**config.mk**
```make
export PLATFORM = sky130hd
export DESIGN_NAME = instruction_fetch
export DESIGN_NICKNAME = d
export VERILOG_FILES = /design/src/rtl/instruction_fetch.sv
export SDC_FILE = /design/constraint.sdc
export NUM_CORES = 1
export LEC_CHECK = 0
export ABC_CLOCK_PERIOD_IN_PS = 2600
export BUFFER_PORTS_ARGS = -buffer_cell sky130_fd_sc_hd__buf_4
export CORE_UTILIZATION = 40
export CTS_CLUSTER_SIZE = 16
export DETAILED_ROUTE_END_ITERATION = 10
export SETUP_SLACK_MARGIN = 0.05
export SYNTH_ARGS = -nofsm -noshare
export SYNTH_HDL_FRONTEND = slang
export SYNTH_SLANG_ARGS = --single-unit
```
**constraint.sdc**
```tcl
create_clock -name Clock -period 2.6 [get_ports Clock]
set_clock_uncertainty 0.2 [all_clocks]
set_input_delay 0.65 -clock Clock [delete_from_list [all_inputs] [get_ports Clock]]
set_output_delay 0.65 -clock Clock [all_outputs]
set_load 0.005 [all_outputs]
```
**src/rtl/instruction_fetch.sv**
```systemverilog
// ----------------------------------------------------------------------------
// instruction_fetch
//   Fetch stage for a small in-order core. Drives a 16-bit PC onto a
//   combinational program ROM and registers the returned 28-bit word for
//   decode/execute. The NOP opcode is consumed here as a timed delay: the
//   NOP itself is never forwarded, and a non-zero immediate N holds fetch
//   for N additional cycles. Branch redirects and downstream stalls are
//   handled with priority Reset > branch > stall > normal fetch.
//
// Ports
//   Clock          in   1   rising-edge clock
//   Reset          in   1   synchronous, active-high reset
//   iInstruction   in  28   ROM word at oAddress ([27:24] opcode, [23:0] imm)
//   iBranchTaken   in   1   one-cycle redirect request from execute
//   iBranchTarget  in  16   redirect address, used only with iBranchTaken
//   iStall         in   1   downstream hold request
//   oAddress       out 16   ROM address (the PC register)
//   oInstruction   out 28   registered instruction, BUBBLE when not valid
//   oValid         out  1   oInstruction must be executed this cycle
//   oPC            out 16   address the issued instruction came from
//   oDelayBusy     out  1   high while a NOP delay is counting
// ----------------------------------------------------------------------------
module instruction_fetch #(
    parameter logic [3:0]  OP_NOP = 4'd0,
    parameter logic [27:0] BUBBLE = {OP_NOP, 24'd0}
) (
    input  logic        Clock,
    input  logic        Reset,
    input  logic [27:0] iInstruction,
    input  logic        iBranchTaken,
    input  logic [15:0] iBranchTarget,
    input  logic        iStall,
    output logic [15:0] oAddress,
    output logic [27:0] oInstruction,
    output logic        oValid,
    output logic [15:0] oPC,
    output logic        oDelayBusy
);

    localparam int unsigned PC_W   = 16;
    localparam int unsigned INSN_W = 28;
    localparam int unsigned CNT_W  = 24;
    localparam int unsigned OP_W   = 4;

    typedef enum logic {
        S_RUN   = 1'b0,
        S_DELAY = 1'b1
    } state_e;

    state_e              state_q, state_d;
    logic [PC_W-1:0]     pc_q, pc_d;
    logic [CNT_W-1:0]    cnt_q, cnt_d;
    logic [INSN_W-1:0]   insn_q, insn_d;
    logic                valid_q, valid_d;
    logic [PC_W-1:0]     opc_q, opc_d;
    logic                busy_q, busy_d;

    // Decoded view of the word currently returned by the ROM.
    logic [OP_W-1:0]     fetch_op;
    logic [CNT_W-1:0]    fetch_imm;
    logic                fetch_is_nop;
    logic                fetch_is_delay;

    assign fetch_op       = iInstruction[INSN_W-1 -: OP_W];
    assign fetch_imm      = iInstruction[CNT_W-1:0];
    assign fetch_is_nop   = (fetch_op == OP_NOP);
    assign fetch_is_delay = fetch_is_nop && (fetch_imm != CNT_W'(0));

    // State and datapath registers.
    always_ff @(posedge Clock) begin
        if (Reset) begin
            state_q <= S_RUN;
            pc_q    <= PC_W'(0);
            cnt_q   <= CNT_W'(0);
            insn_q  <= BUBBLE;
            valid_q <= 1'b0;
            opc_q   <= PC_W'(0);
            busy_q  <= 1'b0;
        end else begin
            state_q <= state_d;
            pc_q    <= pc_d;
            cnt_q   <= cnt_d;
            insn_q  <= insn_d;
            valid_q <= valid_d;
            opc_q   <= opc_d;
            busy_q  <= busy_d;
        end
    end

    // Next-state logic.
    always_comb begin
        state_d = state_q;
        if (iBranchTaken) begin
            state_d = S_RUN;
        end else if (!iStall) begin
            case (state_q)
                S_RUN: begin
                    if (fetch_is_delay) begin
                        state_d = S_DELAY;
                    end
                end
                S_DELAY: begin
                    // Last counted cycle: fetch resumes on the next edge.
                    if (cnt_q == CNT_W'(1)) begin
                        state_d = S_RUN;
                    end
                end
                default: state_d = S_RUN;
            endcase
        end
    end

    // Datapath/output next values; default is to hold everything (stall).
    always_comb begin
        pc_d    = pc_q;
        cnt_d   = cnt_q;
        insn_d  = insn_q;
        valid_d = valid_q;
        opc_d   = opc_q;

        if (iBranchTaken) begin
            // Word at the old PC is dropped; target is fetched next edge.
            pc_d    = iBranchTarget;
            cnt_d   = CNT_W'(0);
            insn_d  = BUBBLE;
            valid_d = 1'b0;
        end else if (!iStall) begin
            case (state_q)
                S_RUN: begin
                    pc_d = pc_q + PC_W'(1);
                    if (fetch_is_nop) begin
                        insn_d  = BUBBLE;
                        valid_d = 1'b0;
                        if (fetch_is_delay) begin
                            cnt_d = fetch_imm;
                        end
                    end else begin
                        insn_d  = iInstruction;
                        valid_d = 1'b1;
                        opc_d   = pc_q;
                    end
                end
                S_DELAY: begin
                    insn_d  = BUBBLE;
                    valid_d = 1'b0;
                    cnt_d   = cnt_q - CNT_W'(1);
                end
                default: begin
                    insn_d  = BUBBLE;
                    valid_d = 1'b0;
                end
            endcase
        end
    end

    // Busy mirrors the state that will be held after this edge.
    always_comb begin
        busy_d = (state_d == S_DELAY);
    end

    assign oAddress     = pc_q;
    assign oInstruction = insn_q;
    assign oValid       = valid_q;
    assign oPC          = opc_q;
    assign oDelayBusy   = busy_q;

endmodule

```
# Word-level counts from Yosys, hierarchy flattened
# Cells that the tools add are included.
dict set report totals {
  input_bits 48
  reg_bits 86
  output_inout_bits 62
  word_cells 37
}
dict set report op_classes {
  n_eq_ne 5
  n_addsub 2
  mux 13
  reduce_logical 7
  bitwise_logic 4
}
# cell count
set ops {}
lappend ops {{$pmux 28 s2} 1}
lappend ops {{$mux 16} 3}
lappend ops {{$mux 24} 2}
lappend ops {{$pmux 24 s2} 1}
lappend ops {{$mux 28} 1}
lappend ops {{$eq 24x1->1 const B} 1}
lappend ops {{$reduce_bool 24->1} 1}
lappend ops {{$sub 24x1->24 const B} 1}
lappend ops {{$add 16x1->16 const B} 1}
lappend ops {{$ne 2x2->1 const B} 4}
lappend ops {{$logic_not 4->1} 1}
lappend ops {{$not 1->1} 4}
lappend ops {{$pmux 1 s2} 2}
lappend ops {{$reduce_and 4->1} 1}
lappend ops {{$mux 1} 3}
lappend ops {{$reduce_and 3->1} 1}
lappend ops {{$reduce_and 2->1} 1}
lappend ops {{$reduce_or 2->1} 1}
lappend ops {{$logic_and 1x1->1} 1}

# Logic depth before layout (Yosys ltp)
dict set report depth {
  word_depth 5
  depth_mapped 8
  mapped_depth_nobuf 7
}

# Worst setup path before layout
# Ideal clock, no wire load.
dict set report synth_path {
  path_type {in2reg}
  from {input port iInstruction[24]}
  to {register opc_q[10] (netlist: oPC[10])}
  arrival_ns 2.211
  cell_stages 7
  path_slack_ns 0.118
  required_time_ns 2.330
  cell_sequence {nor4_1 -> nor3_1 -> nand2b_1 -> clkbuf_1 -> buf_2 -> nand2_1 -> a21oi_1}
}
dict set report synth_between {
  elab_chain_cells 3
}
# item line_no
set synth_rtl {}
lappend synth_rtl {{from (decl)} 29} ;# input logic [27:0] iInstruction,
lappend synth_rtl {{$logic_not 4->1} 66} ;# assign fetch_is_nop = (fetch_op == OP_NOP);
lappend synth_rtl {{$not 1->1 (no source line)} n/a}
lappend synth_rtl {{$reduce_and 4->1 (no source line)} n/a}
lappend synth_rtl {{to (signal assigned)} 85} ;# opc_q <= opc_d;
lappend synth_rtl {{to (decl)} 55} ;# logic [PC_W-1:0] opc_q, opc_d;
# No other way between the ends.
# A chain may end at the register's enable or synchronous reset.

# Worst setup path after layout
dict set report layout_path {
  from {register cnt_q[0]}
  to {register cnt_q[18]}
}
dict set report layout_between {
  elab_chain_cells 2
}
# item line_no
set layout_rtl {}
lappend layout_rtl {{from (decl)} 52} ;# logic [CNT_W-1:0] cnt_q, cnt_d;
lappend layout_rtl {{from (signal assigned)} 82} ;# cnt_q <= cnt_d;
lappend layout_rtl {{$sub 24x1->24} 146} ;# cnt_d = cnt_q - CNT_W'(1);
lappend layout_rtl {{$pmux 24 s2} 128} ;# case (state_q)
# No other way between the ends.

==> results by group <==
Yosys
  – Post-synthesis adder-cell area fraction: 0.910%
  – Synthesized net count: 566
  – Yosys warning count: 0
  – Async set-reset flop share out of synthesis: 0%
  – Main synth FF type: dfxtp_1
  – XOR/XNOR Fraction of Synth Area: 3.18%
  – Number of synthesized flops with an enable pin: 0
  – Synth Area in Compound Gates: 21.7%
  – Register area share after synthesis: 41.7%
  – Synth Instances: 515
  – Largest family of logic cells by synthesized area: simple AND/OR/NAND/NOR gates
  – Mux contribution to synthesized area: 2.21%
  – Post-synthesis simple-gate area fraction: 25.6%
  – Number of synthesized register bits: 86
  – Synth unique cells: 51
  – Syn avg cell area: 8.01 sq um
  – Netlist Area Pre-Place: 4130 sq um

Die
  – # rows: 36
  – # IOs: 110
  – Core area: 9860 sq um
  – Die W: 104 um
  – Die Y: 104 um
  – Full die area: 10,700 sq um
  – Initial cell density of the core: 41.8%

Timing
  – WHS: 0.261 ns
  – Final Max Tran Viols: 0
  – Highest clock rate: 0.406 GHz
  – Worst-margin pin slew: 0.593 ns
  – Setup violations, final: 0
  – Crit path time final: 2.46 ns
  – Final period utilization: 94.8%
  – Headroom to the max-slew limit: 60.3%
  – RSZ-0062 raised after global routing: true
  – Final Hold Fails: 0
  – Setup TNS: 0 ns
  – Final setup margin: 0.135 ns

CTS
  – TritonCTS clock tree: done
  – Clk Latency, worst-skew pair: 0.35 ns
  – Max clock buf depth: 2
  – H-tree levels: 3
  – CTS Buf Count: 9
  – Worst-path clk slew: 0.09 ns
  – Clock sink total: 86
  – # hold bufs at CTS: 0
  – CTS Root Cell: clkbuf_8

Worst setup path
  – Crit end category: flip-flop
  – Worst r2r dst: cnt_q[18]
  – Critical path's slowest cell: or3b_2
  – Reg-to-reg slack, setup: 0.14 ns
  – CP startpoint: cnt_q[0]
  – CP bufs+invs: 1
  – Critical R2R Launch: cnt_q[0]
  – Critical Path Source Type: flip-flop
  – Cells on worst reg2reg path: 7
  – Top delay family on crit path: simple AND/OR/NAND/NOR gates
  – CP required: 2.64 ns
  – Crit path largest cell delay: 0.46 ns
  – Crit path kind: reg -> reg
  – Crit-path cells: inv_1 > ha_1 > or3b_2 > or3_1 > or4_1 > a21oi_2 > o21ai_1
  – Peak fanout along the critical path: 4
  – Data arrival, critical path: 2.51 ns

Routing
  – Via/cell ratio: 5.69
  – Initial DRC Count: 252
  – Vias: 4,298
  – DR pass1 iterations: 5
  – Final antenna-violating net count: 0
  – Residual DRC: 0
  – DRT Wirelength: 13,100 um
  – WL per Instance: 17.3 um

Placement
  – Buffers added on ports: 109
  – GPL Wtd Cong: 0.868
  – Worst slack at placement: 0.0237 ns
  – Post-DP HPWL: 9320 um

Layout
  – ANT cells: 0
  – Filler cells: 953
  – Layout cells sized above 1: 25.4%
  – Nets: 669
  – P&R area growth vs syn: 30.2%

Power
  – Leak: 2.17 nW
  – Maximum vdd drop: 0.291 mV
  – Pwr/cell area: 509 nW/um^2

Min path
  – Hold Path Cell Cnt: 2
  – Min-delay src: oPC[12]
  – Hold EP: oPC[12]
  – Hold Crit Class: reg -> reg

Run
  – Max-cap violations: 0

Run status
  – Status: complete, no violations

Global route
  – Overflow left after global routing: 0
  – First-pass GRT wire length: 21,000 um
  – Tot GR Track Use: 24.2%
  – Initial antenna violation count: 0
  – Pin count of the biggest net entering global routing: 33
  – Vias in the first global route: 3,980
## routing by layer
layer  track usage [%]  up-vias  part of all wire, %
li1                  -     2093                    -
met1              30.7     2030                   43
met2              42.1      156                   50
met3              3.08       19                  5.2
met4              8.70        0                  1.8
met5                 0        -                    0
## cell type report
class	instances	area, sq um	share of cell area (%)
clock buffer	10	128	2.38
clock inverter	6	71.3	1.33
inverter	9	33.8	0.629
multi-input combinational	379	2240	41.7
sequential	86	1720	32.0
tap	133	166	3.10
timing repair buffer	133	1010	18.8
## how the worst max path moves through the flow
stage,slack (ns),depth (start not counted),to
after floorplan,0.12,7,oPC[10]
after global placement,0.08,6,cnt_q[22]
after detailed placement,0.02,6,cnt_q[22]
after CTS,0.12,4,cnt_q[15]
after global routing,0.04,7,cnt_q[18]
final,0.14,7,cnt_q[18]
## cells by family after synthesis
family	Yosys count
simple gates	217
compound gates	135
flops	86
buf+inv	50
xor+xnor	15
mux	9
fa+ha+maj	3
## layout by cell type, fill, tap and decap left out, types with 9 or more instances in the layout
cell type | Yosys | routed
a22oi_1 | 28 | 28
nor4_1 | 20 | 18
nor2_1 | 55 | 55
a31oi_1 | 9 | 9
o21ai_0 | 17 | 17
buf_4 | 0 | 132
dfxtp_1 | 86 | 86
clkbuf_8 | 0 | 9
nor3_1 | 17 | 16
nand2_1 | 64 | 64
a21oi_1 | 35 | 34
nand3_1 | 16 | 16
nand4_1 | 9 | 9
xnor2_1 | 12 | 12
## state kept, by name, summed over array words and instances (netlist names)
register      flops
oPC              16
cnt_q            24
oInstruction     28
oDelayBusy        1
oValid            1
oAddress         16
## synthesized netlist by cell type (all sizes together), types with 9 or more instances
| cell type | number | area share [%] |
|---|---|---|
| nor3 | 17 | 2.1 |
| clkbuf | 33 | 3.0 |
| nor4 | 20 | 3.0 |
| dfxtp | 86 | 42 |
| nand3 | 16 | 1.9 |
| nand2 | 64 | 5.8 |
| xnor2 | 12 | 2.5 |
| a31oi | 9 | 1.4 |
| a21oi | 35 | 4.2 |
| nand4 | 9 | 1.4 |
| nor2 | 55 | 5.0 |
| a22oi | 28 | 5.1 |
| o21ai | 18 | 2.2 |
## timing repair
item,in CTS,in global routing
setup endpoints to repair,0,2
setup buffers,0,0
gates resized for setup,0,2
endpoints found under the hold margin,0,0
## report_power, final
group          switching (W)  internal, W
Combinational       0.000198     0.000179
Clock               0.000514     0.000452
Sequential         0.0000383      0.00136
## metrics by stage
step,utilization [%],area [sq um],cells,total power (W)
6_report,54.5,5370,756,0.00274
5_1_grt,54.5,5370,756,0.00286
4_1_cts,54.4,5370,756,0.00276
3_5_place_dp,52.4,5170,740,0.00180
3_3_place_gp,52.4,5170,740,0.00180
2_1_floorplan,-,4130,515,0.00160
## tightest hold or removal path: stages, from the launching register on
cell and delay [ns]:
dfxtp_1 0.32, nand2_1 0.05, a21oi_1 0.05
No activity file was read; power rests on OpenSTA's default activity.
